==> src/rtl/dram_ctrl_pkg.sv <==
`default_nettype none
// ============================================================================
// Module      : dram_ctrl_pkg
// Description : Shared widths and FSM state encoding for the DRAM sequencer.
// Revision    : 1.0 - initial release
// ============================================================================
package dram_ctrl_pkg;

    localparam int ROW_W  = 10;
    localparam int COL_W  = 8;
    localparam int ADDR_W = 18;
    localparam int DATA_W = 16;

    typedef logic [2:0] state_t;

    localparam state_t c_IDLE = 3'd0;
    localparam state_t c_ROW  = 3'd1;
    localparam state_t c_ACT  = 3'd2;
    localparam state_t c_COL  = 3'd3;
    localparam state_t c_PRE  = 3'd4;
    localparam state_t c_RCSR = 3'd5;
    localparam state_t c_RREF = 3'd6;

endpackage
`default_nettype wire

==> src/rtl/dram_refresh_timer.sv <==
`default_nettype none
// ============================================================================
// Module      : dram_refresh_timer
// Description : Free-running refresh interval timer with pending/overrun flags.
// Revision    : 1.0 - initial release
// ============================================================================
module dram_refresh_timer #(
    parameter int REF_INTERVAL = 64
) (
    input  logic clk,
    input  logic rst,
    input  logic ref_taken,
    output logic ref_pend,
    output logic ref_overrun
);

    localparam int c_TW = (REF_INTERVAL > 1) ? $clog2(REF_INTERVAL) : 1;

    logic [c_TW-1:0] r_timer;
    logic            r_pend;
    logic            r_overrun;
    logic            w_wrap;

    assign w_wrap = (r_timer == c_TW'(REF_INTERVAL - 1));

    always_ff @(posedge clk or posedge rst) begin
        if (rst) begin
            r_timer   <= '0;
            r_pend    <= 1'b0;
            r_overrun <= 1'b0;
        end else begin
            r_timer <= w_wrap ? '0 : r_timer + 1'b1;
            // A wrap coinciding with a take re-arms the flag for the next refresh.
            if (w_wrap)
                r_pend <= 1'b1;
            else if (ref_taken)
                r_pend <= 1'b0;
            if (w_wrap && r_pend && !ref_taken)
                r_overrun <= 1'b1;
        end
    end

    assign ref_pend    = r_pend;
    assign ref_overrun = r_overrun;

endmodule
`default_nettype wire

==> src/rtl/dram_ctrl.sv <==
`default_nettype none
// ============================================================================
// Module      : dram_ctrl
// Description : RAS/CAS sequencer for a 256K x 16 async DRAM with CBR refresh.
// Revision    : 1.0 - initial release
// ============================================================================
module dram_ctrl
    import dram_ctrl_pkg::*;
#(
    parameter int T_RCD        = 2,
    parameter int T_CAS        = 2,
    parameter int T_RAS        = 5,
    parameter int T_RP         = 3,
    parameter int T_CHR        = 2,
    parameter int REF_INTERVAL = 64
) (
    input  logic              clk,
    input  logic              rst,
    input  logic              req,
    input  logic              we,
    input  logic [1:0]        be,
    input  logic [ADDR_W-1:0] addr,
    input  logic [DATA_W-1:0] wdata,
    output logic              ack,
    output logic [DATA_W-1:0] rdata,
    output logic              busy,
    output logic              ref_overrun,
    output logic [ROW_W-1:0]  ma,
    output logic              ras_n,
    output logic              cas_n,
    output logic              uwe_n,
    output logic              lwe_n,
    output logic              oe_n,
    output logic [DATA_W-1:0] dq_out,
    output logic              dq_oe,
    input  logic [DATA_W-1:0] dq_in
);

    localparam int COL_LEN = (T_CAS > T_RAS - T_RCD) ? T_CAS : T_RAS - T_RCD;
    localparam int c_M1    = (T_RCD > COL_LEN) ? T_RCD : COL_LEN;
    localparam int c_M2    = (T_RP > T_RAS) ? T_RP : T_RAS;
    localparam int c_MAXD  = (c_M1 > c_M2) ? c_M1 : c_M2;
    localparam int c_CW    = $clog2(c_MAXD + 1);

    state_t              r_state;
    logic [c_CW-1:0]     r_cnt;
    logic                r_we;
    logic [1:0]          r_be;
    logic [ADDR_W-1:0]   r_addr;
    logic [DATA_W-1:0]   r_wdata;
    logic [DATA_W-1:0]   r_rdata;
    logic                r_acc;
    logic                w_ref_pend;
    logic                w_decide;
    logic                w_take_ref;
    logic                w_accept;
    logic [ROW_W-1:0]    w_row;
    logic [COL_W-1:0]    w_col;

    dram_refresh_timer #(
        .REF_INTERVAL (REF_INTERVAL)
    ) u_refresh_timer (
        .clk         (clk),
        .rst         (rst),
        .ref_taken   (w_take_ref),
        .ref_pend    (w_ref_pend),
        .ref_overrun (ref_overrun)
    );

    // The last precharge cycle makes the same decision as IDLE, so
    // back-to-back accesses need no idle gap.
    assign w_decide   = (r_state == c_IDLE) || ((r_state == c_PRE) && (r_cnt == '0));
    assign w_take_ref = w_decide && w_ref_pend;
    assign w_accept   = w_decide && !w_ref_pend && req;
    assign w_row      = r_addr[ADDR_W-1:COL_W];
    assign w_col      = r_addr[COL_W-1:0];

    always_ff @(posedge clk or posedge rst) begin
        if (rst) begin
            r_state <= c_IDLE;
            r_cnt   <= '0;
            r_we    <= 1'b0;
            r_be    <= 2'b00;
            r_addr  <= '0;
            r_wdata <= '0;
            r_rdata <= '0;
            r_acc   <= 1'b0;
        end else if (w_take_ref) begin
            r_state <= c_RCSR;
            r_cnt   <= '0;
            r_acc   <= 1'b0;
        end else if (w_accept) begin
            r_state <= c_ROW;
            r_cnt   <= '0;
            r_we    <= we;
            r_be    <= be;
            r_addr  <= addr;
            r_wdata <= wdata;
            r_acc   <= 1'b1;
        end else if (w_decide) begin
            r_state <= c_IDLE;
        end else if (r_cnt != '0) begin
            r_cnt <= r_cnt - 1'b1;
        end else begin
            case (r_state)
                c_ROW: begin
                    r_state <= c_ACT;
                    r_cnt   <= c_CW'(T_RCD - 1);
                end
                c_ACT: begin
                    r_state <= c_COL;
                    r_cnt   <= c_CW'(COL_LEN - 1);
                end
                c_COL: begin
                    r_state <= c_PRE;
                    r_cnt   <= c_CW'(T_RP - 1);
                    if (!r_we)
                        r_rdata <= dq_in;
                end
                c_RCSR: begin
                    r_state <= c_RREF;
                    r_cnt   <= c_CW'(T_RAS - 1);
                end
                c_RREF: begin
                    r_state <= c_PRE;
                    r_cnt   <= c_CW'(T_RP - 1);
                end
                default: r_state <= c_IDLE;
            endcase
        end
    end

    always_comb begin
        ras_n  = 1'b1;
        cas_n  = 1'b1;
        uwe_n  = 1'b1;
        lwe_n  = 1'b1;
        oe_n   = 1'b1;
        ma     = '0;
        ack    = 1'b0;
        case (r_state)
            c_ROW: ma = w_row;
            c_ACT: begin
                ras_n = 1'b0;
                ma    = (r_cnt == c_CW'(T_RCD - 1)) ? w_row : {2'b00, w_col};
            end
            c_COL: begin
                ras_n = 1'b0;
                cas_n = 1'b0;
                ma    = {2'b00, w_col};
                if (r_we) begin
                    uwe_n = ~r_be[1];
                    lwe_n = ~r_be[0];
                end else begin
                    oe_n = 1'b0;
                end
            end
            c_PRE:  ack = r_acc && (r_cnt == c_CW'(T_RP - 1));
            c_RCSR: cas_n = 1'b0;
            c_RREF: begin
                ras_n = 1'b0;
                cas_n = (r_cnt < c_CW'(T_RAS - T_CHR));
            end
            default: ;
        endcase
        dq_oe  = r_we && ((r_state == c_ACT) || (r_state == c_COL));
        dq_out = dq_oe ? r_wdata : '0;
    end

    assign busy  = (r_state != c_IDLE);
    assign rdata = r_rdata;

endmodule
`default_nettype wire

==> config.mk <==
export PLATFORM = sky130hd
export DESIGN_NAME = dram_ctrl
export DESIGN_NICKNAME = d
export VERILOG_FILES = /design/src/rtl/dram_ctrl_pkg.sv /design/src/rtl/dram_refresh_timer.sv /design/src/rtl/dram_ctrl.sv
export SDC_FILE = /design/constraint.sdc
export NUM_CORES = 1
export LEC_CHECK = 0
export BUFFER_PORTS_ARGS = -buffer_cell sky130_fd_sc_hd__buf_2
export CORE_UTILIZATION = 46
export CTS_CLUSTER_DIAMETER = 60
export DETAILED_ROUTE_END_ITERATION = 8
export PLACE_DENSITY = 0.76
export SLEW_MARGIN = 20
export SYNTH_ARGS = -nofsm -noshare
export SYNTH_HDL_FRONTEND = slang
export SYNTH_SLANG_ARGS = --single-unit
==> constraint.sdc <==
create_clock -name clk -period 1.85 [get_ports clk]
set_input_delay 0.0925 -clock clk [delete_from_list [all_inputs] [get_ports clk]]
set_output_delay 0.0925 -clock clk [all_outputs]
set_load 0.02 [all_outputs]
==> results.cfg, run 1 <==
[power_and_ir_drop]
total_power_mw = 8.18
power_density_mw_per_mm2 = 1620
peakVddDrop_mv = 0.992
p_leak_nw = 2.38

[setup_path]
critical_path_class = flop to output port
worstPathRequired_ps = 1760
critPathCaptureType = output port
reg2reg_from = r_cnt[0]
cp.arrival_ps = 1790
r2r-end = r_wdata[1]
r2r_cells = 8
startpoint_type = flop
r2r_slack_ps = -10
cp_max_fo = 10

[global_route]
track_usage = 0.229
grt-ovfl-total = 0
grt_util_met1 = 0.279
antenna_found_initial = 0
grt_max_degree = 69
top_usage_layer = met2
use_met3 = 0.0467
first_global_vias = 2756
grtUsageMet2 = 0.405
grt_pass1_wl_um = 13000

[layout]
syn_to_final_growth_pct = 54.7
n_fill_cell = 440
final_cell_mix = 91 x buf_2, 68 x dfrtp_1, 53 x dlygate4sd3_1
final_nets = 492
final_core_util = 0.741
drive_gt1_frac = 0.509
antenna-diode-count = 0
layout_commonest_cell = buf_2

[cts]
cts_made_buffers = 9
cts-root-buf = clkbuf_8
ctsHtreeMaxLevel = 3
clk_latency_ps = 340
clockBufferDepth = 2
clk_pin_slew_ps = 70
cts.sinks = 68
cts_tree = done

[logic_synthesis]
ys_ff_latch = 68
synth_cell_types = 44
syn_avg_cell_area_um2 = 13.3
ys.warnings.count = 0
synth_cells = 246
synth.area.top_cells = dfrtp_1 52%, mux2_4 14%, mux2_2 7.9%, and2_1 3.4%, a22o_1 2.4%
yosysTopAreaCell = dfrtp_1
ys_dominant_reg_cell = dfrtp_1
syn_area_mm2 = 0.00327
async_flop_share = 1.00
synth_edf_count = 0
ys_seq_area_frac = 0.520
syn-num-nets = 307
synth_top_area_frac = 0.520

[drt]
drt-total-wl_um = 8980
detail_route.wl_per_cell_um = 16.9
num_vias = 2697
firstDrtPassIters = 4
drt_iter0_markers = 140
ant_nets = 0
drc = 0
avgViaCountPerCell = 5.07

[placement]
gp_congestion = 0.886
dp_hpwl_um = 4750
port_buffers = 106
post-place-ws_ps = 12.4

[die]
initial_utilization = 0.479
die_h_um = 86.4
num_io_pins = 107
rows = 30
die_x_um = 86.4
core-area_mm2 = 0.00683
die-area_mm2 = 0.00746

[worst_hold_path]
min_from = addr[13]
whs_path_depth = 2
hp-class = input pin to flop
timing.hold.worst_endpoint = r_addr[13]

[timing]
rsz0062_at_grt = yes
fmax_mhz = 531
period_share = 1.02
holdWs_ps = 9.70
setup_ws_ps = -33.5
finClkSkew_ps = 6.87
tightest_slew_ps = 400
slew_viol_final = 0
finalSetupViolCount = 17
hold_viol_final = 0
fin_crit_ps = 1880
slew_headroom = 0.733

[outcome]
status = complete, but fails checks
violations = negative setup slack

[job]
max_cap_violations = 0
## critical path: stages (launching register included)
cell and delay, ps:
dfrtp_1 400, buf_6 160, nor2_4 140, nand3_4 90, a21oi_4 190, buf_6 150
a22o_1 190, buf_6 130
## per-stage QoR
step | TNS (ps) | instance area, um^2 | instances
finish | -189 | 5060 | 532
detailed placement | 0 | 3990 | 453
global route | -3230 | 5060 | 532
CTS | -0.126 | 4820 | 524
global placement | 0 | 3990 | 453
floorplan | -475 | 3290 | 246
## state kept, by name (all words and copies together), names as in the netlist
signal                       flops
r_addr                          18
r_wdata                         16
rdata                           16
u_refresh_timer.r_timer          6
r_cnt                            3
r_state                          3
r_be                             2
r_acc                            1
r_we                             1
u_refresh_timer.ref_overrun      1
u_refresh_timer.ref_pend         1
## power breakdown
part | switching [mW] | total, mW | leakage [nW] | internal, mW
clock | 0.604 | 1.23 | 0.0918 | 0.626
sequential | 0.426 | 2.59 | 0.803 | 2.16
combinational | 2.10 | 4.37 | 1.49 | 2.27
## cells by family (layout without fill, tap and decap cells)
group / Yosys count / after routing / share of synthesized area
flip-flops: 68 / 68 / 0.520
adder cells (fa/ha/maj): 5 / 5 / 0.0191
buffers and inverters: 18 / 208 / 0.0432
AND/OR/NAND/NOR: 61 / 61 / 0.107
multiplexers: 54 / 54 / 0.220
AO/OA/AOI/OAI: 37 / 37 / 0.0826
XOR/XNOR: 3 / 3 / 0.00803
## cells in the mapped netlist (2+ instances only)
cell,n
ha_1,5
nand2b_1,2
nand3_1,7
buf_2,2
buf_6,2
nor3_1,2
o21ai_0,6
xor2_1,2
a211oi_1,2
and2_1,18
mux2_2,23
nor2_1,9
mux2_4,30
nand2_1,14
nor2_4,2
a22o_1,9
buf_12,3
dfrtp_1,68
o211ai_1,2
inv_1,6
a21oi_1,7
buf_4,2
clkbuf_1,2
## repair_timing
action / CTS / global route
hold endpoints to repair: 120 / 0
gates resized for setup: 23 / 35
pin swaps: 2 / 10
buffers inserted: 1 / 3
cloned: 1 / 5
hold buffers: 53 / 0
setup endpoints to repair: 15 / 63
## worst max path at each step
stage                           from  cells after the start          to  slack [ps]
after global placement      r_cnt[1]                      7  r_addr[14]          30
after global routing      r_state[2]                      7       ma[7]        -150
final                     r_state[0]                      7       ma[0]         -30
after CTS                   r_cnt[0]                      7  r_addr[14]        -0.1
after floorplan             r_cnt[0]                      8   r_addr[0]         -20
after detailed placement    r_cnt[1]                      7  r_addr[14]          10
## metal layers
layer,part of all wire,vias to the layer above,wire length (um)
li1,-,1241,-
met2,0.53,101,4750
met4,0.010,0,91
met1,0.41,1345,3670
met5,0,-,0
met3,0.053,10,472
## cell type report
class	instances	area (um^2)	share of cell area
clock inverters	7	75.1	0.0148
repair buffers	185	1480	0.291
clock buffers	9	124	0.0245
multi-input cells	160	1540	0.305
well taps	96	120	0.0237
inverters	7	26.3	0.00519
flip-flops and latches	68	1700	0.336
Note: power is estimated with default switching activity, not from simulation.
==> inputs of run 2 (changes only) <==
- RECOVER_POWER: not set -> 100
==> results.cfg, run 2 (synthesized netlist as in run 1, its figures left out) <==
[die]
die-area_mm2 = 0.00746
core-area_mm2 = 0.00683
initial_utilization = 0.479
num_io_pins = 107
rows = 30
die_x_um = 86.4
die_h_um = 86.4

[job]
max_cap_violations = 0

[drt]
drt_iter0_markers = 135
detail_route.wl_per_cell_um = 16.9
ant_nets = 0
drc = 0
num_vias = 2705
drt-total-wl_um = 9000
firstDrtPassIters = 4
avgViaCountPerCell = 5.08

[placement]
dp_hpwl_um = 4750
placed_cell_area_mm2 = 0.00399
post-place-ws_ps = 12.4
gp_congestion = 0.886
port_buffers = 106

[timing]
period_share = 1.02
slew_viol_final = 0
fin_crit_ps = 1880
fmax_mhz = 532
setup_ws_ps = -30.2
tightest_slew_ps = 905
holdWs_ps = 9.01
finalSetupViolCount = 17
slew_headroom = 0.396
rsz0062_at_grt = yes
finClkSkew_ps = 6.88
hold_viol_final = 0

[outcome]
status = complete, but fails checks
violations = negative setup slack

[setup_path]
critical_path_class = flop to output port
worstPathRequired_ps = 1760
startpoint_type = flop
cp.arrival_ps = 1790
critPathCaptureType = output port
cp_max_fo = 10

[layout]
syn_to_final_growth_pct = 53.7
regMostFlops = r_addr
drive_gt1_frac = 0.468
multiInputGateArea_mm2 = 0.00154
fin_area_mm2 = 0.00503
antenna-diode-count = 0
largest_register_ffs = 18
final_cell_mix = 74 x buf_2, 68 x dfrtp_1, 53 x dlygate4sd3_1
ff_latch_area_mm2 = 0.00170
layout_commonest_cell = buf_2
final_nets = 492
n_fill_cell = 451

[global_route]
grt_max_degree = 69
antenna_found_initial = 0
track_usage = 0.229
grt-ovfl-total = 0
grt_pass1_wl_um = 13000
first_global_vias = 2756

[cts]
cts-root-buf = clkbuf_8
cts_made_buffers = 9
ctsHtreeMaxLevel = 3
cts_tree = done
clk_pin_slew_ps = 70
clk_latency_ps = 340
clockBufferDepth = 2
cts.sinks = 68

[power_and_ir_drop]
power_density_mw_per_mm2 = 1620
total_power_mw = 8.13
peakVddDrop_mv = 0.986
p_leak_nw = 2.33

[worst_hold_path]
hp-class = input pin to flop
[run 2: critical path, stage by stage, from the launching register on]
cell and delay, ps:
dfrtp_1 400, buf_6 160, nor2_4 140, nand3_4 90, a21oi_4 180, buf_6 150, a22o_1 180, buf_6 130
[run 2: worst paths after layout]
| check | startpoint | end | slack [ps] | cells past startpoint |
|---|---|---|---|---|
| max | r_state[0] | ma[0] | -30 | 7 |
| min | addr[13] | r_addr[13] | 9 | 2 |
| max reg2reg | r_cnt[0] | r_wdata[1] | -10 | 8 |
| min reg2reg | u_refresh_timer.ref_overrun | u_refresh_timer.ref_overrun | 500 | 1 |
| max in group asynchronous | rst | r_cnt[1] | 640 | 4 |
| min in group asynchronous | rst | rdata[5] | 640 | 4 |
[run 2: layout make-up]
type                    instances  share of cell area
repair buffers                185               0.286
well taps                      96              0.0239
clock inverters                 7              0.0149
clock buffers                   9              0.0246
multi-input cells             160               0.307
inverters                       7             0.00522
flip-flops and latches         68               0.338
[run 2: stage by stage]
step	TNS, ps	std cells	utilization
detailed placement	0	453	0.583
CTS	-0.126	524	0.706
finish	-140	532	0.736
floorplan	-475	246	-
global placement	0	453	0.583
global route	-3230	532	0.736
[run 2: routing by layer]
| metal | GRT usage | up-vias | part of all wire |
|---|---|---|---|
| met4 | 0.0727 | 0 | 0.011 |
| met1 | 0.279 | 1350 | 0.41 |
| met5 | 0 | - | 0 |
| met3 | 0.0467 | 12 | 0.058 |
| met2 | 0.405 | 104 | 0.52 |
| li1 | - | 1239 | - |
[run 2: report_power, final]
| group | switching, mW | leakage, nW | internal (mW) |
|---|---|---|---|
| clock | 0.606 | 0.0918 | 0.626 |
| sequential | 0.430 | 0.803 | 2.16 |
| combinational | 2.09 | 1.44 | 2.21 |
[run 2: repair_timing]
action                                  in CTS  in global routing
pin swaps                                    2                 10
endpoints found under the setup margin      15                 63
hold buffers                                53                  0
hold endpoints to repair                   120                  0
resized for setup                           23                 35
cloned                                       1                  5
setup buffers                                1                  3
==> inputs of run 3 (changes only) <==
- SYNTH_HIERARCHICAL: not set -> 1
==> results.cfg, run 3 <==
[outcome]
status = complete, but fails checks
violations = negative setup slack

[timing]
fmax_mhz = 489
slew_headroom = 0.336
rsz0062_at_grt = yes
fin_crit_ps = 2050
period_share = 1.11
tightest_slew_ps = 995
finClkSkew_ps = 15.6
setup_ws_ps = -197
slew_viol_final = 0
hold_viol_final = 0
finalSetupViolCount = 42

[logic_synthesis]
yosysMostFrequentCell = dfrtp_1
syn_area_mm2 = 0.00329
synthAdderAreaFrac = 0.0190
synth_top_area_frac = 0.517
ys_seq_area_frac = 0.517
synth.cells.most_frequent = 68 x dfrtp_1, 30 x mux2_4, 23 x mux2_2
synth_cells = 249
synthSimpleGateAreaFrac = 0.104
ys_dominant_reg_cell = dfrtp_1
synthMuxAreaShare = 0.218
synth_top_family_by_area = multiplexers
syn-num-nets = 310
ys.warnings.count = 6
synth_xor_xnor_area_share = 0.00798
synth_edf_count = 0
syn_avg_cell_area_um2 = 13.2
async_flop_share = 1.00
synth_cell_types = 46
yosysTopAreaCell = dfrtp_1
ys_ff_latch = 68
synth.area.top_cells = dfrtp_1 52%, mux2_4 14%, mux2_2 7.9%, and2_1 3.6%, a22o_1 2.4%
synth_compound_area_frac = 0.0862

[layout]
largest_register_ffs = 18
fin_cells = 538
n_fill_cell = 431
multiInputGateArea_mm2 = 0.00150
layout_commonest_cell = buf_2
regMostFlops = r_addr
final_nets = 498
final_cell_mix = 77 x buf_2, 68 x dfrtp_1, 53 x dlygate4sd3_1
drive_gt1_frac = 0.464
syn_to_final_growth_pct = 51.6
final_core_util = 0.727
ff_latch_area_mm2 = 0.00170
antenna-diode-count = 0

[setup_path]
cp.arrival_ps = 1950
cp_slowest_cell = dfrtp_1
critPathCaptureType = output port
crit_path_max_incr_delay_ps = 420
worstPathRequired_ps = 1760
startpoint_type = flop
cp_common_cell = buf_6
cp_max_fo = 7
critical_path.top_delay_family = simple AND/OR/NAND/NOR gates
r2r_slack_ps = -140
crit_chain = nand2b_4, or3b_4, a21oi_4, buf_6, a22o_1, buf_6
critical_path_class = flop to output port
reg2reg_from = r_state[0]
crit_buf_inv = 2
r2r-end = r_wdata[8]
r2r_cells = 7

[placement]
gp_congestion = 0.916
dp_hpwl_um = 5160
port_buffers = 106
placed_cells = 458

[cts]
cts.sinks = 68
ctsHtreeMaxLevel = 3
cts_made_buffers = 9
clockBufferDepth = 2
cts_tree = done
cts-root-buf = clkbuf_8
clk_latency_ps = 360
clk_pin_slew_ps = 70

[drt]
firstDrtPassIters = 5
ant_nets = 0
drt-total-wl_um = 9920
drc = 0
num_vias = 2850
drt_iter0_markers = 315
avgViaCountPerCell = 5.30
detail_route.wl_per_cell_um = 18.4

[worst_hold_path]
timing.hold.worst_endpoint = r_addr[17]
hp-class = input pin to flop
min_from = addr[17]
whs_path_depth = 2

[global_route]
grt_pass1_wl_um = 14000
track_usage = 0.249
first_global_vias = 2896
grt_max_degree = 27
antenna_found_initial = 0
grt-ovfl-total = 0

[die]
initial_utilization = 0.479
num_io_pins = 107
core-area_mm2 = 0.00687
die_h_um = 86.6
die-area_mm2 = 0.00750
die_x_um = 86.6
rows = 30

[job]
max_cap_violations = 0

[power_and_ir_drop]
peakVddDrop_mv = 0.835
power_density_mw_per_mm2 = 1520
p_leak_nw = 2.34
[run 3: cell families (layout without fill, tap and decap cells)]
| group | Yosys count | after routing |
|---|---|---|
| AND/OR/NAND/NOR | 58 | 58 |
| multiplexers | 54 | 54 |
| XOR/XNOR | 3 | 3 |
| buffers and inverters | 22 | 215 |
| flip-flops | 68 | 68 |
| adder cells (fa/ha/maj) | 5 | 5 |
| AO/OA/AOI/OAI | 39 | 39 |
[run 3: area by class of cell]
type	count	area share
Tap cell	96	0.0241
Clock buffer	12	0.0311
Sequential cell	68	0.341
Inverter	10	0.00852
Timing Repair Buffer	189	0.285
Multi-Input combinational cell	159	0.301
Clock inverter	4	0.00952
[run 3: how the worst max path moves through the flow]
| stage | cells past startpoint | to | startpoint |
|---|---|---|---|
| global placement | 7 | ma[1] | r_cnt[1] |
| finish | 6 | ma[4] | r_state[0] |
| global route | 6 | ma[2] | r_state[0] |
| floorplan | 9 | r_addr[0] | r_cnt[0] |
| detailed placement | 6 | ma[1] | r_state[0] |
| CTS | 7 | ma[1] | r_cnt[1] |
[run 3: stage by stage]
stage          TNS, ps  instance area, um^2  hold WS, ps  setup slack [ps]  total power, mW
2_1_floorplan     -283                 3310        -91.8             -9.43             4.69
3_3_place_gp         0                 4000         61.9              17.7             5.49
3_5_place_dp         0                 4000         65.0              11.8             5.58
4_1_cts          -2990                 4850         1.11              -146             7.16
5_1_grt          -7220                 4990        -7.93              -244             7.91
6_report         -5750                 4990         6.04              -197             7.59
[run 3: metal layers]
metal / global-route usage / vias up / part of all wire
li1: - / 1249 / -
met1: 0.299 / 1402 / 0.38
met2: 0.420 / 159 / 0.52
met3: 0.0581 / 40 / 0.068
met4: 0.126 / 0 / 0.037
met5: 0 / - / 0
[run 3: worst reg2reg max path: stages (launching register included)]
cell	delay (ps)
dfrtp_1	420
buf_4	150
or2_1	280
a21oi_4	140
and3b_2	290
buf_12	150
clkbuf_16	160
mux2_4	310
[run 3: repair_timing]
item,4_1_cts,5_1_grt
pin swaps,4,6
cloned,0,4
buffers inserted,3,4
hold buffers,52,1
endpoints found under the hold margin,82,1
gates resized for setup,28,14
endpoints found under the setup margin,10,67
[run 3: power breakdown]
part | internal (mW) | leakage [nW] | total (mW) | switching, mW
sequential | 2.16 | 0.803 | 2.62 | 0.454
clock | 0.693 | 0.102 | 1.29 | 0.597
combinational | 1.90 | 1.43 | 3.68 | 1.79
